## src/rtl/decode_stage.sv

```systemverilog
// decode_stage: registered RV instruction decode feeding execute,
// with a 2-entry skid buffer so backpressure never costs throughput.
package decode_pkg;

   localparam logic [6:0] OP_LOAD      = 7'b0000011;
   localparam logic [6:0] OP_ARITH     = 7'b0010011;
   localparam logic [6:0] OP_STORE     = 7'b0100011;
   localparam logic [6:0] OP_R_TYPE    = 7'b0110011;
   localparam logic [6:0] OP_RV64_TYPE = 7'b0111011;
   localparam logic [6:0] OP_BRANCH    = 7'b1100011;
   localparam logic [6:0] OP_JAL       = 7'b1101111;

   localparam logic [6:0] F7_NORMAL = 7'b0000000;
   localparam logic [6:0] F7_ALT    = 7'b0100000;

   typedef enum logic [1:0] {
      IMM_I,
      IMM_S,
      IMM_B,
      IMM_J
   } imm_src_t;

   typedef enum logic [1:0] {
      RESULT_ALU,
      RESULT_MEM,
      RESULT_JUMP
   } result_src_t;

   typedef enum logic [3:0] {
      ALU_ADD,
      ALU_SUB,
      ALU_SLL,
      ALU_SLT,
      ALU_SLTU,
      ALU_XOR,
      ALU_SRL,
      ALU_SRA,
      ALU_OR,
      ALU_AND
   } alu_ctrl_t;

   typedef struct packed {
      logic        pc_src;
      logic        alu_src;
      imm_src_t    imm_src;
      result_src_t result_src;
      logic        reg_write;
      logic        mem_write;
      alu_ctrl_t   alu_control;
      logic        alu_word;
   } control_signals_t;

   typedef struct packed {
      logic [6:0]  op;
      logic [4:0]  rd;
      logic [4:0]  rs1;
      logic [4:0]  rs2;
      logic [2:0]  funct3;
      logic [6:0]  funct7;
      logic [11:0] imm_i;
      logic [11:0] imm_s;
      logic [12:0] imm_b;
      logic [20:0] imm_j;
   } decoded_instr_t;

endpackage

module decode_stage
   import decode_pkg::*;
#(
   parameter int XLEN      = 32,
   parameter int REG_COUNT = 32
) (
   input  logic             clk,
   input  logic             rst,
   input  logic             flush,
   input  logic             in_valid,
   output logic             in_ready,
   input  logic [31:0]      in_instr,
   input  logic [XLEN-1:0]  in_pc,
   output logic             out_valid,
   input  logic             out_ready,
   output logic [XLEN-1:0]  out_pc,
   output decoded_instr_t   out_dec,
   output logic [XLEN-1:0]  out_imm,
   output control_signals_t out_ctrl,
   output logic             out_branch,
   output logic             out_jump,
   output logic             out_illegal
);

   typedef struct packed {
      logic [XLEN-1:0]  pc;
      decoded_instr_t   dec;
      logic [XLEN-1:0]  imm;
      control_signals_t ctrl;
      logic             branch;
      logic             jump;
      logic             illegal;
   } entry_t;

   localparam logic [5:0] REG_LIM = 6'(REG_COUNT);

   decoded_instr_t   dec;
   control_signals_t ctrl_raw;
   control_signals_t ctrl_dec;
   alu_ctrl_t        f3_alu;
   logic [XLEN-1:0]  imm;

   logic is_load;
   logic is_arith;
   logic is_store;
   logic is_r;
   logic is_rv64;
   logic is_branch;
   logic is_jal;
   logic sub_en;

   logic branch_raw;
   logic jump_raw;
   logic use_rd;
   logic use_rs1;
   logic use_rs2;
   logic bad_op;
   logic bad_f7;
   logic bad_reg;
   logic illegal;

   entry_t din;
   entry_t main_q;
   entry_t skid_q;
   logic   main_valid;
   logic   skid_valid;
   logic   accept;
   logic   main_load;

   assign dec.op     = in_instr[6:0];
   assign dec.rd     = in_instr[11:7];
   assign dec.funct3 = in_instr[14:12];
   assign dec.rs1    = in_instr[19:15];
   assign dec.rs2    = in_instr[24:20];
   assign dec.funct7 = in_instr[31:25];
   assign dec.imm_i  = in_instr[31:20];
   assign dec.imm_s  = {in_instr[31:25], in_instr[11:7]};
   assign dec.imm_b  = {in_instr[31], in_instr[7],
                        in_instr[30:25], in_instr[11:8], 1'b0};
   assign dec.imm_j  = {in_instr[31], in_instr[19:12],
                        in_instr[20], in_instr[30:21], 1'b0};

   assign is_load   = dec.op == OP_LOAD;
   assign is_arith  = dec.op == OP_ARITH;
   assign is_store  = dec.op == OP_STORE;
   assign is_r      = dec.op == OP_R_TYPE;
   assign is_rv64   = dec.op == OP_RV64_TYPE;
   assign is_branch = dec.op == OP_BRANCH;
   assign is_jal    = dec.op == OP_JAL;

   // instr[30] selects SUB only for register-register forms; ADDI has no SUB.
   assign sub_en = is_r | is_rv64;

   always_comb begin
      f3_alu = ALU_ADD;
      unique case (dec.funct3)
         3'd0: f3_alu = (sub_en & in_instr[30]) ? ALU_SUB : ALU_ADD;
         3'd1: f3_alu = ALU_SLL;
         3'd2: f3_alu = ALU_SLT;
         3'd3: f3_alu = ALU_SLTU;
         3'd4: f3_alu = ALU_XOR;
         3'd5: f3_alu = in_instr[30] ? ALU_SRA : ALU_SRL;
         3'd6: f3_alu = ALU_OR;
         3'd7: f3_alu = ALU_AND;
      endcase
   end

   always_comb begin
      ctrl_raw   = '0;
      branch_raw = 1'b0;
      jump_raw   = 1'b0;
      use_rd     = 1'b0;
      use_rs1    = 1'b0;
      use_rs2    = 1'b0;
      bad_op     = 1'b0;
      unique case (1'b1)
         is_load: begin
            ctrl_raw.alu_src     = 1'b1;
            ctrl_raw.imm_src     = IMM_I;
            ctrl_raw.result_src  = RESULT_MEM;
            ctrl_raw.reg_write   = 1'b1;
            ctrl_raw.alu_control = ALU_ADD;
            use_rd  = 1'b1;
            use_rs1 = 1'b1;
         end
         is_arith: begin
            ctrl_raw.alu_src     = 1'b1;
            ctrl_raw.imm_src     = IMM_I;
            ctrl_raw.result_src  = RESULT_ALU;
            ctrl_raw.reg_write   = 1'b1;
            ctrl_raw.alu_control = f3_alu;
            use_rd  = 1'b1;
            use_rs1 = 1'b1;
         end
         is_store: begin
            ctrl_raw.alu_src     = 1'b1;
            ctrl_raw.imm_src     = IMM_S;
            ctrl_raw.result_src  = RESULT_ALU;
            ctrl_raw.mem_write   = 1'b1;
            ctrl_raw.alu_control = ALU_ADD;
            use_rs1 = 1'b1;
            use_rs2 = 1'b1;
         end
         is_r, is_rv64: begin
            ctrl_raw.alu_src     = 1'b0;
            ctrl_raw.imm_src     = IMM_I;
            ctrl_raw.result_src  = RESULT_ALU;
            ctrl_raw.reg_write   = 1'b1;
            ctrl_raw.alu_control = f3_alu;
            ctrl_raw.alu_word    = is_rv64;
            bad_op  = is_rv64 & (XLEN != 64);
            use_rd  = 1'b1;
            use_rs1 = 1'b1;
            use_rs2 = 1'b1;
         end
         is_branch: begin
            ctrl_raw.alu_src     = 1'b0;
            ctrl_raw.imm_src     = IMM_B;
            ctrl_raw.result_src  = RESULT_ALU;
            ctrl_raw.alu_control = ALU_SUB;
            branch_raw = 1'b1;
            use_rs1    = 1'b1;
            use_rs2    = 1'b1;
         end
         is_jal: begin
            ctrl_raw.imm_src     = IMM_J;
            ctrl_raw.result_src  = RESULT_JUMP;
            ctrl_raw.reg_write   = 1'b1;
            ctrl_raw.alu_control = ALU_ADD;
            jump_raw = 1'b1;
            use_rd   = 1'b1;
         end
         default: bad_op = 1'b1;
      endcase
   end

   assign bad_f7 = sub_en &
                   (dec.funct7 != F7_NORMAL) &
                   (dec.funct7 != F7_ALT);

   assign bad_reg = (use_rd  & ({1'b0, dec.rd}  >= REG_LIM)) |
                    (use_rs1 & ({1'b0, dec.rs1} >= REG_LIM)) |
                    (use_rs2 & ({1'b0, dec.rs2} >= REG_LIM));

   assign illegal = bad_op | bad_f7 | bad_reg;

   // An illegal entry must have no architectural side effects downstream.
   assign ctrl_dec = illegal ? '0 : ctrl_raw;

   always_comb begin
      imm = {{(XLEN-12){in_instr[31]}}, dec.imm_i};
      unique case (ctrl_dec.imm_src)
         IMM_I: imm = {{(XLEN-12){in_instr[31]}}, dec.imm_i};
         IMM_S: imm = {{(XLEN-12){in_instr[31]}}, dec.imm_s};
         IMM_B: imm = {{(XLEN-13){in_instr[31]}}, dec.imm_b};
         IMM_J: imm = {{(XLEN-21){in_instr[31]}}, dec.imm_j};
      endcase
   end

   assign din.pc      = in_pc;
   assign din.dec     = dec;
   assign din.imm     = imm;
   assign din.ctrl    = ctrl_dec;
   assign din.branch  = branch_raw & ~illegal;
   assign din.jump    = jump_raw & ~illegal;
   assign din.illegal = illegal;

   assign in_ready  = ~skid_valid;
   assign accept    = in_valid & in_ready;
   assign main_load = ~main_valid | out_ready;

   always_ff @(posedge clk) begin
      if (rst) begin
         main_valid <= 1'b0;
         skid_valid <= 1'b0;
         main_q     <= '0;
         skid_q     <= '0;
      end else if (flush) begin
         main_valid <= 1'b0;
         skid_valid <= 1'b0;
      end else if (main_load) begin
         if (skid_valid) begin
            main_q     <= skid_q;
            main_valid <= 1'b1;
            skid_valid <= 1'b0;
         end else if (accept) begin
            main_q     <= din;
            main_valid <= 1'b1;
         end else begin
            main_valid <= 1'b0;
         end
      end else if (accept) begin
         skid_q     <= din;
         skid_valid <= 1'b1;
      end
   end

   assign out_valid   = main_valid;
   assign out_pc      = main_q.pc;
   assign out_dec     = main_q.dec;
   assign out_imm     = main_q.imm;
   assign out_ctrl    = main_q.ctrl;
   assign out_branch  = main_q.branch;
   assign out_jump    = main_q.jump;
   assign out_illegal = main_q.illegal;

endmodule

```

## config.mk

```make
export PLATFORM = sky130hd
export DESIGN_NAME = decode_stage
export DESIGN_NICKNAME = d
export VERILOG_FILES = /design/src/rtl/decode_stage.sv
export SDC_FILE = /design/constraint.sdc
export NUM_CORES = 1
export LEC_CHECK = 0
export CAP_MARGIN = 20
export CORE_ASPECT_RATIO = 1.75
export CORE_MARGIN = 2
export CORE_UTILIZATION = 35
export CTS_BUF_LIST = sky130_fd_sc_hd__clkbuf_2 sky130_fd_sc_hd__clkbuf_4 sky130_fd_sc_hd__clkbuf_8
export CTS_CLUSTER_DIAMETER = 80
export DETAILED_ROUTE_END_ITERATION = 10
export GPL_ROUTABILITY_DRIVEN = 0
export PLACE_DENSITY = 0.67
export SLEW_MARGIN = 20
export SYNTH_ARGS = -nofsm -noshare
export SYNTH_HDL_FRONTEND = slang
export SYNTH_SLANG_ARGS = --single-unit
```

## constraint.sdc

```tcl
create_clock -name clk -period 2.42 [get_ports clk]
set_input_delay 0.484 -clock clk [delete_from_list [all_inputs] [get_ports clk]]
set_output_delay 0.484 -clock clk [all_outputs]
set_load 0.01 [all_outputs]
```

==> flow_summary.ini <==
[floorplan]
die-area_um2 = 24700
die_h_um = 206.4
core_area_um2 = 23150
die_w_um = 119.7
core.rowCount = 74
io_pins = 241
initial_core_util_pct = 35.39

[min_path]
hold_path_depth = 2
hold_removal_path_class = flop to flop

[sta]
tns_ns = 0
period_needed_ns = 2.259
hold_viol_final = 0
tightest_slew_ns = 0.7064
whs_ns = 0.4561
grt_setup_unrepaired = false
layout_worst_path_cycle_share_pct = 93.34
timing.max_slew.rel_slack_pct = 52.90
max_slew_violation_count = 0
finalSetupViolations = 0
skew_ns = 0.01438
fmax_ghz = 0.4427

[setup_path]
crit_start = out_imm[30]$_SDFFE_PP0P_
endpoint = out_imm[26]
crit_buf_inv = 1
reg2reg_depth = 5
worst-endpoint-arrival_ns = 1.77
worstReg2RegEnd = out_ctrl[2]$_SDFFE_PP0P_
cp_data_required_time_ns = 1.94
largest_stage_delay_on_the_critical_path_ns = 0.65
setup.reg_to_reg.worst_slack_ns = 0.45
worst_setup_path_start_kind = flop
crit_cells = 1
cp_cell_sequence = clkdlybuf4s50_1
criticalPathCategory = flop to output port
path_delay_family = flip-flops
reg2reg_from = skid_valid$_SDFFE_PP0P_
crit_path_top_delay_cell = dfxtp_1
path_max_fanout = 18
setup.worst_path.end_class = output port

[clock_tree]
tritoncts_clock_tree = built
worstSkewPairLatency_ns = 0.48
cts.path.max_buffers = 2
cts_post_setup_buffers_inserted = 0
clkSlewWorstSetupHoldPaths_ns = 0.09
hold_buf_count_cts = 0
cts_buffers = 17
cts_resized = 0
clock_sinks = 186
clock_tree.htree_level_count = 4
clock_tree.root_cell = clkbuf_8

[final_layout]
final_util_pct = 47.30
design.final.nets = 1190
flow.area_growth_from_synthesis_pct = 33.63
stdcell_count = 1437
layout-drive-gt1-share_pct = 8.297
layout_common_cells = clkdlybuf4s50_1, dfxtp_1, nand2_1
fillers = 2226
finish.instance_area_um2 = 10950
num_antenna_cells = 0
mostFrequentLayoutCell = clkdlybuf4s50_1

[route]
ant_nets = 0
drt_iter0_markers = 321
drc_errors = 0
detailedRoute.firstPassIterationCount = 5
viasPerCell = 4.937
vias_post_dr = 7094
finalWirelength_um = 23250
post_dr_wirelength_cell_um = 16.18

[power]
static-leakage-power_nw = 3.681
ir_worst_vdd_uv = 371.5
pwr_dens_nw_per_um2 = 581.1

[yosys]
synth-compound-area-share_pct = 18.51
synth-seq-area-share_pct = 45.45
synth.distinct_cells = 47
synth_area_per_cell_um2 = 8.403
yosys_warnings = 0
main_combinational_cell_family_by_area_after_synthesis = compound AO/OA/AOI/OAI gates
synthCells = 975
yosys-mux-area-fraction_pct = 8.445
synth_fa_ha_area_share_pct = 0
synth-xor-area-share_pct = 0.1069
synth.cell_area_um2 = 8193
synth_simple_gate_area_share_pct = 15.84
synth_seq_cells = 186

[global_routing]
use_met3_pct = 4.608
via_count_of_the_first_global_routing_pass = 6696
globalRoute.totalOverflow = 0
grt_use_met1_pct = 20.36
globalRouteTotalUtil_pct = 18.54
grt_pass1_wl_um = 35750
largest_net_degree_at_the_start_of_global_routing = 104
grt_antenna_before_repair = 0
global_route_layer_with_the_greatest_usage = met2
gr-usage-met2_pct = 33.59

[job]
drv_cap = 0

[placed_design]
port_buffers = 237
postPlaceCellArea_um2 = 10560
hpwl_um = 16570
placed_cells = 1406

[run_status]
outcome = complete, no violations
==> layer usage <==
metal,vias to the layer above,wire length (um)
met1,3286,9116
met4,0,788
met3,31,1184
met5,-,0
li1,3570,-
met2,207,12160
==> cell families (layout without fill, tap and decap cells) <==
group / Yosys count / count (layout)
simple gates: 313 / 313
compound gates: 238 / 238
flops: 186 / 186
buf+inv: 167 / 323
mux: 69 / 69
other cells: 1 / 3
xor+xnor: 1 / 1
==> sequential cells by signal, indices dropped and copies added (netlist names) <==
register / cells
out_illegal: 1
out_dec: 31
out_pc: 32
skid_q: 92
skid_valid: 1
out_ctrl: 12
out_imm: 15
out_valid: 1
out_branch: 1
==> power breakdown <==
part | internal [W] | leakage (nW) | total [W] | switching (W)
sequential | 0.00317 | 1.52 | 0.00325 | 0.0000836
clock | 0.000975 | 0.185 | 0.00208 | 0.00111
combinational | 0.000558 | 1.98 | 0.00103 | 0.000471
total | 0.00470 | 3.68 | 0.00636 | 0.00166
==> synth_stat cells, drive strengths merged <==
cell type | count | area, um2
conb | 1 | 3.750
and4b | 1 | 10.01
nand4b | 1 | 8.760
nor4 | 3 | 18.77
a2111oi | 4 | 35.03
a211o | 9 | 78.83
mux2 | 1 | 11.26
mux2i | 68 | 680.7
and3 | 4 | 25.02
nand2 | 158 | 593.1
a41oi | 2 | 25.03
dfxtp | 186 | 3724
a211oi | 79 | 593.1
nand3 | 15 | 75.07
and4bb | 1 | 12.51
o31ai | 1 | 7.510
nor2 | 110 | 412.9
nor2b | 1 | 6.260
a31o | 5 | 43.80
nand2b | 3 | 26.27
or3 | 6 | 37.54
a21oi | 110 | 550.5
and4 | 1 | 8.760
o211ai | 2 | 15.01
o21ai | 14 | 70.06
buf | 96 | 684.4
or3b | 1 | 11.26
a31oi | 5 | 31.28
a311oi | 4 | 41.29
nand4 | 1 | 6.260
inv | 6 | 22.52
or4 | 1 | 7.510
nor3 | 3 | 15.01
nor3b | 3 | 22.52
o211a | 1 | 10.01
a21boi | 1 | 7.510
a21o | 1 | 7.510
clkbuf | 65 | 244.0
xnor2 | 1 | 8.760
==> worst min path at each step <==
| stage | slack (ns) | endpoint | from |
|---|---|---|---|
| detailed placement | 0.45 | skid_q[5]$_SDFFE_PP0P_ | skid_q[5]$_SDFFE_PP0P_ |
| global route | 0.47 | skid_q[121]$_SDFFE_PP0P_ | skid_q[121]$_SDFFE_PP0P_ |
| global placement | 0.44 | skid_q[6]$_SDFFE_PP0P_ | skid_q[6]$_SDFFE_PP0P_ |
| finish | 0.46 | skid_q[157]$_SDFFE_PP0P_ | skid_q[157]$_SDFFE_PP0P_ |
| CTS | 0.46 | skid_q[5]$_SDFFE_PP0P_ | skid_q[5]$_SDFFE_PP0P_ |
| floorplan | 0.43 | skid_q[7]$_SDFFE_PP0P_ | skid_q[7]$_SDFFE_PP0P_ |
==> through the flow <==
stage / setup slack [ns] / power [W]
after floorplan: 0.4496 / 0.003829
after global placement: -0.2156 / 0.004350
after detailed placement: -0.2412 / 0.004360
after CTS: 0.1005 / 0.006458
after global routing: 0.02904 / 0.006647
final: 0.1612 / 0.006362
==> tightest hold or removal path: cells and delay by family (launching register included) <==
family / cells / cell delay [ns]
AOI/OAI and AO/OA: 1 / 0.05
DFF: 1 / 0.32
and+or+nand+nor: 1 / 0.05
==> cell type report <==
class                           count  area [um2]  share of cell area, %
Sequential cell                   186        3727                  34.05
Multi-Input combinational cell    624        3548                  32.41
Timing Repair Buffer              286        2879                  26.30
Tap cell                          304       380.4                  3.474
Clock buffer                       21       270.3                  2.469
Clock inverter                     10       120.1                  1.097
Inverter                            6       22.52                 0.2057
No activity file was read; power rests on OpenSTA's default activity.
